[config.mk]
export PLATFORM = sky130hd
export DESIGN_NAME = lpif_rx_frame_decoder
export DESIGN_NICKNAME = d
export VERILOG_FILES = /design/src/rtl/pcie_rx_pkg.sv /design/src/rtl/frame_byte_classifier.sv /design/src/rtl/lpif_rx_frame_decoder.sv
export SDC_FILE = /design/constraint.sdc
export NUM_CORES = 2
export LEC_CHECK = 0
export BUFFER_PORTS_ARGS = -buffer_cell sky130_fd_sc_hd__buf_2
export CAP_MARGIN = 10
export CELL_PAD_IN_SITES_DETAIL_PLACEMENT = 0
export CELL_PAD_IN_SITES_GLOBAL_PLACEMENT = 1
export CORE_AREA = 2 2 567 569
export CTS_CLUSTER_DIAMETER = 60
export DETAILED_ROUTE_END_ITERATION = 12
export DIE_AREA = 0 0 569 571
export HOLD_SLACK_MARGIN = 0.03
export PLACE_DENSITY = 0.39
export SETUP_SLACK_MARGIN = 0.3
export SLEW_MARGIN = 40
export SYNTH_ARGS = -nofsm -noshare
export SYNTH_HDL_FRONTEND = slang
export SYNTH_HIERARCHICAL = 1
export SYNTH_SLANG_ARGS = --single-unit
[constraint.sdc]
create_clock -name clk -period 83.9 [get_ports clk]
set_input_delay 4.195 -clock clk [delete_from_list [all_inputs] [get_ports clk]]
set_output_delay 4.195 -clock clk [all_outputs]
set_load 0.005 [all_outputs]
[src/rtl/pcie_rx_pkg.sv]
`default_nettype none
// ============================================================================
// Module      : pcie_rx_pkg
// Description : Gen1/Gen2 framing symbols and packet-context encodings.
// Revision    : 1.0 - initial release
// ============================================================================
package pcie_rx_pkg;

  localparam logic [7:0] STP = 8'hFB;
  localparam logic [7:0] SDP = 8'h5C;
  localparam logic [7:0] END = 8'hFD;
  localparam logic [7:0] EDB = 8'hFE;
  localparam logic [7:0] COM = 8'hBC;
  localparam logic [7:0] SKP = 8'h1C;
  localparam logic [7:0] IDL = 8'h7C;

  localparam int DLLP_LEN = 6;

  typedef logic [1:0] ctx_t;
  localparam ctx_t CTX_IDLE = 2'd0;
  localparam ctx_t CTX_TLP  = 2'd1;
  localparam ctx_t CTX_DLLP = 2'd2;

endpackage : pcie_rx_pkg
`default_nettype wire

[src/rtl/frame_byte_classifier.sv]
`default_nettype none
// ============================================================================
// Module      : frame_byte_classifier
// Description : Combinational framing decision for one byte given the
//               packet context left by the previous byte.
// Revision    : 1.0 - initial release
// ============================================================================
module frame_byte_classifier
  import pcie_rx_pkg::*;
#(
  parameter int DLLP_LEN = pcie_rx_pkg::DLLP_LEN
) (
  input  logic [7:0] byte_in,
  input  logic       k_in,
  input  ctx_t       state_in,
  input  logic [2:0] cnt_in,
  output logic       tlp_start,
  output logic       dllp_start,
  output logic       tlp_end,
  output logic       dllp_end,
  output logic       edb_out,
  output logic       valid,
  output logic       err,
  output ctx_t       state_out,
  output logic [2:0] cnt_out
);

  always_comb begin
    tlp_start  = 1'b0;
    dllp_start = 1'b0;
    tlp_end    = 1'b0;
    dllp_end   = 1'b0;
    edb_out    = 1'b0;
    valid      = 1'b0;
    err        = 1'b0;
    state_out  = state_in;
    cnt_out    = cnt_in;

    case (state_in)
      CTX_IDLE: begin
        if (k_in) begin
          if (byte_in == STP) begin
            tlp_start = 1'b1;
            state_out = CTX_TLP;
          end else if (byte_in == SDP) begin
            dllp_start = 1'b1;
            cnt_out    = 3'd0;
            state_out  = CTX_DLLP;
          end else if (!(byte_in == COM || byte_in == SKP || byte_in == IDL)) begin
            err = 1'b1;
          end
        end
      end
      CTX_TLP: begin
        if (!k_in) begin
          valid = 1'b1;
        end else begin
          state_out = CTX_IDLE;
          if (byte_in == END)      tlp_end = 1'b1;
          else if (byte_in == EDB) edb_out = 1'b1;
          else                     err     = 1'b1;
        end
      end
      CTX_DLLP: begin
        if (!k_in) begin
          valid = 1'b1;
          if (cnt_in != 3'd7) cnt_out = cnt_in + 3'd1;
        end else begin
          state_out = CTX_IDLE;
          // An END arriving with the wrong payload count is a framing error, not a DLLP end
          if (byte_in == END && cnt_in == 3'(DLLP_LEN)) dllp_end = 1'b1;
          else                                          err      = 1'b1;
        end
      end
      default: state_out = CTX_IDLE;
    endcase
  end

endmodule : frame_byte_classifier
`default_nettype wire

[src/rtl/lpif_rx_frame_decoder.sv]
`default_nettype none
// ============================================================================
// Module      : lpif_rx_frame_decoder
// Description : Per-beat 8b/10b framing scan producing registered per-byte
//               markers, payload-valid flags and data for LPIF RX compaction.
// Revision    : 1.0 - initial release
// ============================================================================
module lpif_rx_frame_decoder
  import pcie_rx_pkg::*;
#(
  parameter int NBYTES   = 64,
  parameter int DLLP_LEN = pcie_rx_pkg::DLLP_LEN
) (
  input  logic                  clk,
  input  logic                  reset,
  input  logic [NBYTES*8-1:0]   rxData,
  input  logic [NBYTES-1:0]     rxDataK,
  input  logic                  rxValid,
  input  logic                  linkUp,
  output logic [NBYTES-1:0]     tlpstart,
  output logic [NBYTES-1:0]     dllpstart,
  output logic [NBYTES-1:0]     tlpend,
  output logic [NBYTES-1:0]     dllpend,
  output logic [NBYTES-1:0]     edb,
  output logic [NBYTES-1:0]     packetValid,
  output logic [NBYTES*8-1:0]   packetData,
  output logic                  framingErr
);

  ctx_t              r_state;
  logic [2:0]        r_cnt;

  ctx_t              w_state [0:NBYTES];
  logic [2:0]        w_cnt   [0:NBYTES];
  logic [NBYTES-1:0] w_tlp_start;
  logic [NBYTES-1:0] w_dllp_start;
  logic [NBYTES-1:0] w_tlp_end;
  logic [NBYTES-1:0] w_dllp_end;
  logic [NBYTES-1:0] w_edb;
  logic [NBYTES-1:0] w_valid;
  logic [NBYTES-1:0] w_err;

  assign w_state[0] = r_state;
  assign w_cnt[0]   = r_cnt;

  // Context ripples byte 0 -> NBYTES-1 so several packets can share a beat
  generate
    for (genvar b = 0; b < NBYTES; b++) begin : g_byte
      frame_byte_classifier #(
        .DLLP_LEN (DLLP_LEN)
      ) u_cls (
        .byte_in    (rxData[8*b +: 8]),
        .k_in       (rxDataK[b]),
        .state_in   (w_state[b]),
        .cnt_in     (w_cnt[b]),
        .tlp_start  (w_tlp_start[b]),
        .dllp_start (w_dllp_start[b]),
        .tlp_end    (w_tlp_end[b]),
        .dllp_end   (w_dllp_end[b]),
        .edb_out    (w_edb[b]),
        .valid      (w_valid[b]),
        .err        (w_err[b]),
        .state_out  (w_state[b+1]),
        .cnt_out    (w_cnt[b+1])
      );
    end
  endgenerate

  always_ff @(posedge clk or negedge reset) begin
    if (!reset) begin
      r_state     <= CTX_IDLE;
      r_cnt       <= 3'd0;
      tlpstart    <= '0;
      dllpstart   <= '0;
      tlpend      <= '0;
      dllpend     <= '0;
      edb         <= '0;
      packetValid <= '0;
      packetData  <= '0;
      framingErr  <= 1'b0;
    end else begin
      packetData <= rxData;
      if (linkUp && rxValid) begin
        r_state     <= w_state[NBYTES];
        r_cnt       <= w_cnt[NBYTES];
        tlpstart    <= w_tlp_start;
        dllpstart   <= w_dllp_start;
        tlpend      <= w_tlp_end;
        dllpend     <= w_dllp_end;
        edb         <= w_edb;
        packetValid <= w_valid;
        framingErr  <= |w_err;
      end else begin
        // Link down drops any packet in flight; an idle beat just holds context
        if (!linkUp) begin
          r_state <= CTX_IDLE;
          r_cnt   <= 3'd0;
        end
        tlpstart    <= '0;
        dllpstart   <= '0;
        tlpend      <= '0;
        dllpend     <= '0;
        edb         <= '0;
        packetValid <= '0;
        framingErr  <= 1'b0;
      end
    end
  end

endmodule : lpif_rx_frame_decoder
`default_nettype wire

# Word-level counts from Yosys, hierarchy flattened
# Index checks and enable logic that the tools add are counted.
word_totals:
  out_inout_bits: 897
  register_bits: 902
  inputBits: 580
  word_cells: 3672
op_classes:
  n_addsub: 64
  mux: 2571
  reduce_logical: 322
  n_eq_ne: 705
ops:
  columns: ["op", "count"]
  rows:
  - ["$eq 8x8->1 const B", 256]
  - ["$mux 1", 1793]
  - ["$eq 8x7->1 const B", 128]
  - ["$mux 3", 322]
  - ["$mux 2", 258]
  - ["$eq 8x5->1 const B", 64]
  - ["$mux 64", 6]
  - ["$pmux 3 s2", 64]
  - ["$pmux 2 s2", 64]
  - ["$add 3x1->3 const B", 64]
  - ["$eq 3x3->1 const B", 64]
  - ["$ne 3x3->1 const B", 64]
  - ["$pmux 1 s3", 64]
  - ["$eq 2x1->1 const B", 64]
  - ["$eq 2x2->1 const B", 64]
  - ["$logic_not 2->1", 64]
  - ["$logic_or 1x1->1", 128]
  - ["$reduce_or 2->1", 64]
  - ["$logic_and 1x1->1", 65]
  - ["$reduce_or 64->1", 1]
  - ["$ne 2x1->1 const B", 1]

# Longest topological paths before layout
logic_depth:
  depth_word: 260
  ltp_mapped: 387
  depth_no_buf: 387

# Modules after synthesis
# The synthesis kept the hierarchy.
by_module_without_submodules:
  columns: ["mod", "cells_each", "seq_area_each_um2", "instances", "area_each_um2"]
  rows:
  - ["frame_byte_classifier", 63, 0.0, 64, 425.4]
  - ["lpif_rx_frame_decoder", 1405, 22571.6, 1, 25572.0]

# Least setup slack after synthesis
# No wires, ideal clock.
synth_timing:
  kind: "in2reg"
  startpoint: "input rxDataK[0]"
  endpoint: "register framingErr"
  setup_slack_ns: 3.231
  stages: 325
  arrival_ns: 80.544
  n_path_buf: 2
  required_time_ns: 83.775
  setup_ns: 0.125
  cell_sequence: "buf_4 > and4bb_2 > nand3_1 > nand2_1 > a211oi_1 > inv_1 > ha_1 > nor2b_1 > nand2_1 > a211oi_1 > inv_1 > ha_1 > nor2b_1 > nand2_1 > a211oi_1 > inv_1 > ha_1 > nor2b_1 > (+289 left out) > nor2b_1 > nand2_1 > a211oi_1 > inv_1 > ha_1 > nor2b_1 > nand2_1 > a211oi_1 > inv_1 > ha_1 > clkbuf_1 > nor2_1 > o211ai_1 > o2111a_1 > nor4_1 > nand4_1 > nor4_1 > nor2_1"
synth_rtl:
  columns: ["element", "line", "source"]
  rows:
  - ["from (decl)", "lpif_rx_frame_decoder.sv:17", "input logic [NBYTES-1:0] rxDataK,"]
  - ["to (signal assigned)", "lpif_rx_frame_decoder.sv:92", "framingErr <= |w_err;"]
  - ["to (decl)", "lpif_rx_frame_decoder.sv:27", "output logic framingErr"]

==> flow_summary.json <==
{
  "ys_types": 33,
  "powerDensity_mw_per_mm2": 21.39,
  "ant_nets": 0,
  "p_int_uw": 981.7,
  "seqPwrFrac": 0.299,
  "ir_worst_vdd_uv": 13.31,
  "p_clk_frac": 0.435,
  "maxCapViolCount": 0,
  "cts_buffers": 157,
  "setup_viol": 0,
  "clock_skew_ns": 0.06065,
  "required_ns": 84.56,
  "worst-path-buf-inv": 66,
  "finalCritPeriodShare": 0.9042,
  "critPathMaxFanout": 10,
  "viasPerCell": 4.309,
  "die-area_mm2": 0.3249,
  "fp.dieW_um": 569,
  "slew_headroom": 0.4460,
  "yosys_warnings": 6,
  "setup.worst_path.start_class": "primary input",
  "h-tree-depth": 4,
  "synth-seq-cells": 902,
  "period_needed_ns": 75.86,
  "synth_area_mm2": 0.05280,
  "drv_slew": 0,
  "finalHoldViolations": 0,
  "cp.arrival_ns": 76.52,
  "synth_top_area_frac": 0.4275,
  "io_buffers": 1476,
  "root_buffer": "clkbuf_16",
  "ys_async_sr_fraction": 1.000,
  "switching_power_uw": 536.3,
  "start_util": 0.1653,
  "status": "completed",
  "wl_per_cell_um": 26.57,
  "critPathKind": "primary input to flip-flop",
  "rsz0062_at_grt": "no",
  "drtIter0Drc": 2561,
  "sw_frac_of_total": 0.3533,
  "cts_sinks": 902,
  "clock.fmax_ghz": 0.01318,
  "area_delta_synth_final_pct": 34.42,
  "hpwl_um": 249100,
  "min_from": "r_cnt[1]",
  "crit_start": "rxDataK[0]",
  "cp_num_cells": 346,
  "finalWirelength_um": 300600,
  "cts.path.max_buffers": 4,
  "dp_cells": 10970,
  "drtPass1Iterations": 8,
  "coreArea_mm2": 0.3193,
  "grt_max_degree": 120,
  "multi_input_area_mm2": 0.02817,
  "placement_rows": 208,
  "nets": 7964,
  "final_cells": 11310,
  "hold_depth": 2,
  "grt_pass1_vias": 49370,
  "clk_latency_ns": 0.84,
  "grt_pass1_wl_um": 409600,
  "cpPeakStageDelay_ns": 0.43,
  "via_count": 48750,
  "overflow": 0,
  "holdBufCountCts": 0,
  "seq_area_frac_synth": 0.4275,
  "final_util": 0.2222,
  "cts.reportedPaths.clkPinSlew_ns": 0.05,
  "r2r_start": "r_state[0]",
  "r2r_cells": 347,
  "gp_congestion": 0.8280,
  "antenna_found_initial": 136,
  "seq_area_mm2": 0.02257,
  "cp_top_family": "compound AO/OA/AOI/OAI gates",
  "cts_tree": "yes",
  "slowest_stage": "a211oi_2",
  "synth_top_cell_by_area": "dfrtp_1",
  "fillCellCount": 35070,
  "drive_gt1_frac": 0.3091,
  "syn-instance-count": 5437,
  "synth_edf_count": 0,
  "syn_area_per_cell_um2": 9.711,
  "synth_flop_cell": "dfrtp_1",
  "die_y_um": 571,
  "end_kind": "flip-flop",
  "leakagePower_nw": 33.01,
  "hold_class": "flip-flop to flip-flop",
  "boundaryPins": 1477,
  "synth_nets": 6465,
  "synth_area_leaders": "dfrtp_1 (43%), ha_1 (11%), and3_1 (6.1%), nand2_1 (3.6%), nand4b_1 (3.2%)",
  "worstMarginPinSlew_ns": 0.8223,
  "grt_usage": 0.1782,
  "drc": 0,
  "p_comb_frac": 0.266
}
==> metal layers <==
layer,part of all wire,GRT usage
met2,0.50,0.3150
met4,0.040,0.06448
met1,0.39,0.2052
met5,0.00046,0
met3,0.071,0.04685
==> power groups by stage <==
stage | sequential (mW) | clock [mW] | combinational [mW]
after global routing | 0.455 | 0.701 | 0.456
final | 0.454 | 0.660 | 0.404
after CTS | 0.454 | 0.685 | 0.406
after detailed placement | 0.461 | 0 | 0.402
after global placement | 0.462 | 0 | 0.400
after floorplan | 0.463 | 0 | 0.224
==> cells in the final DEF (no fill, tap or decap), types with 64 or more instances in the layout <==
cell type | synthesis | routed
buf_2 | 14 | 1473
nor3b_1 | 64 | 64
and4bb_1 | 64 | 64
a211oi_1 | 128 | 92
o21ai_1 | 64 | 67
o211ai_1 | 128 | 128
dfrtp_1 | 902 | 902
nand2_1 | 513 | 513
and2_4 | 64 | 64
and4bb_2 | 64 | 64
clkbuf_16 | 0 | 161
and3_1 | 512 | 512
inv_2 | 64 | 64
o21ai_0 | 256 | 253
a21oi_1 | 256 | 256
ha_1 | 448 | 448
a211oi_2 | 64 | 68
xnor2_1 | 128 | 127
a21oi_2 | 64 | 64
nand4b_1 | 192 | 192
nor2b_1 | 133 | 133
nand3_1 | 128 | 128
nand4_1 | 132 | 132
nor3_1 | 64 | 64
inv_1 | 320 | 320
nor2_1 | 321 | 321
==> Yosys cell counts (all sizes together), types with 83 or more instances <==
library cell	instances
a211oi	192
a21oi	320
and3	512
and4bb	128
buf	83
clkbuf	131
dfrtp	902
ha	448
inv	384
nand2	513
nand3	128
nand4	132
nand4b	192
nor2	321
nor2b	133
o211ai	128
o21ai	320
xnor2	128
==> layout make-up <==
class	instances	area share
clock inverter	87	0.01340
multi-input combinational	3937	0.3970
sequential	902	0.3180
inverter	384	0.02031
tap	4200	0.07405
antenna	55	0.001939
timing repair buffer	1554	0.1149
clock buffer	195	0.06040
==> logic make-up (layout without fill, tap and decap cells) <==
kind of cell | count (synthesis) | after routing | synth area share
fa+ha+maj | 448 | 448 | 0.1062
xor+xnor | 128 | 128 | 0.02123
mux | 5 | 5 | 0.0009480
buf+inv | 598 | 2220 | 0.04799
simple gates | 2268 | 2268 | 0.2536
other cells | 0 | 55 | 0
compound gates | 1088 | 1088 | 0.1426
flops | 902 | 902 | 0.4275
==> registers in the layout, summed over array words and instances, names as in the netlist <==
signal and cells:
tlpend 64, packetValid 64, r_state 2, edb 64, framingErr 1, tlpstart 64
dllpstart 64, dllpend 64, r_cnt 3, packetData 512
==> worst paths after layout <==
| check | to | slack [ns] |
|---|---|---|
| hold reg to reg | r_cnt[1] | 0.66 |
| max in group asynchronous | dllpend[27] | 77.64 |
| setup reg to reg | framingErr | 11.14 |
| setup / recovery | framingErr | 8.04 |
| min in group asynchronous | packetData[18] | 3.35 |
| hold / removal | r_cnt[1] | 0.66 |
==> worst reg2reg max path: cells and delay by family (launching register included) <==
kind,cells,cell delay [ns]
fa+ha+maj,64,20.72
simple gates,108,18.59
compound gates,110,25.83
buf+inv,65,7.01
flops,1,0.55
==> metrics by stage <==
| step | worst slack, ns | area (um^2) | TNS [ns] | power, mW | hold WS (ns) |
|---|---|---|---|---|---|
| 3_3_place_gp | -1.010 | 64980 | -4.234 | 0.8618 | 0.6352 |
| 5_1_grt | 0.2128 | 70910 | 0 | 1.612 | 0.7005 |
| 4_1_cts | 0.4478 | 70400 | 0 | 1.545 | 0.6644 |
| 3_5_place_dp | -3.394 | 65110 | -39.05 | 0.8639 | 0.6504 |
| 6_report | 8.038 | 70970 | 0 | 1.518 | 0.6588 |
| 2_1_floorplan | 3.231 | 52800 | 0 | 0.6864 | 0.5711 |
==> timing repair <==
item	CTS	global route
pin swaps	0	1
endpoints found under the setup margin	18	42
gates resized for setup	11	51
setup buffers	0	2
Note: power is estimated with default switching activity, not from simulation.
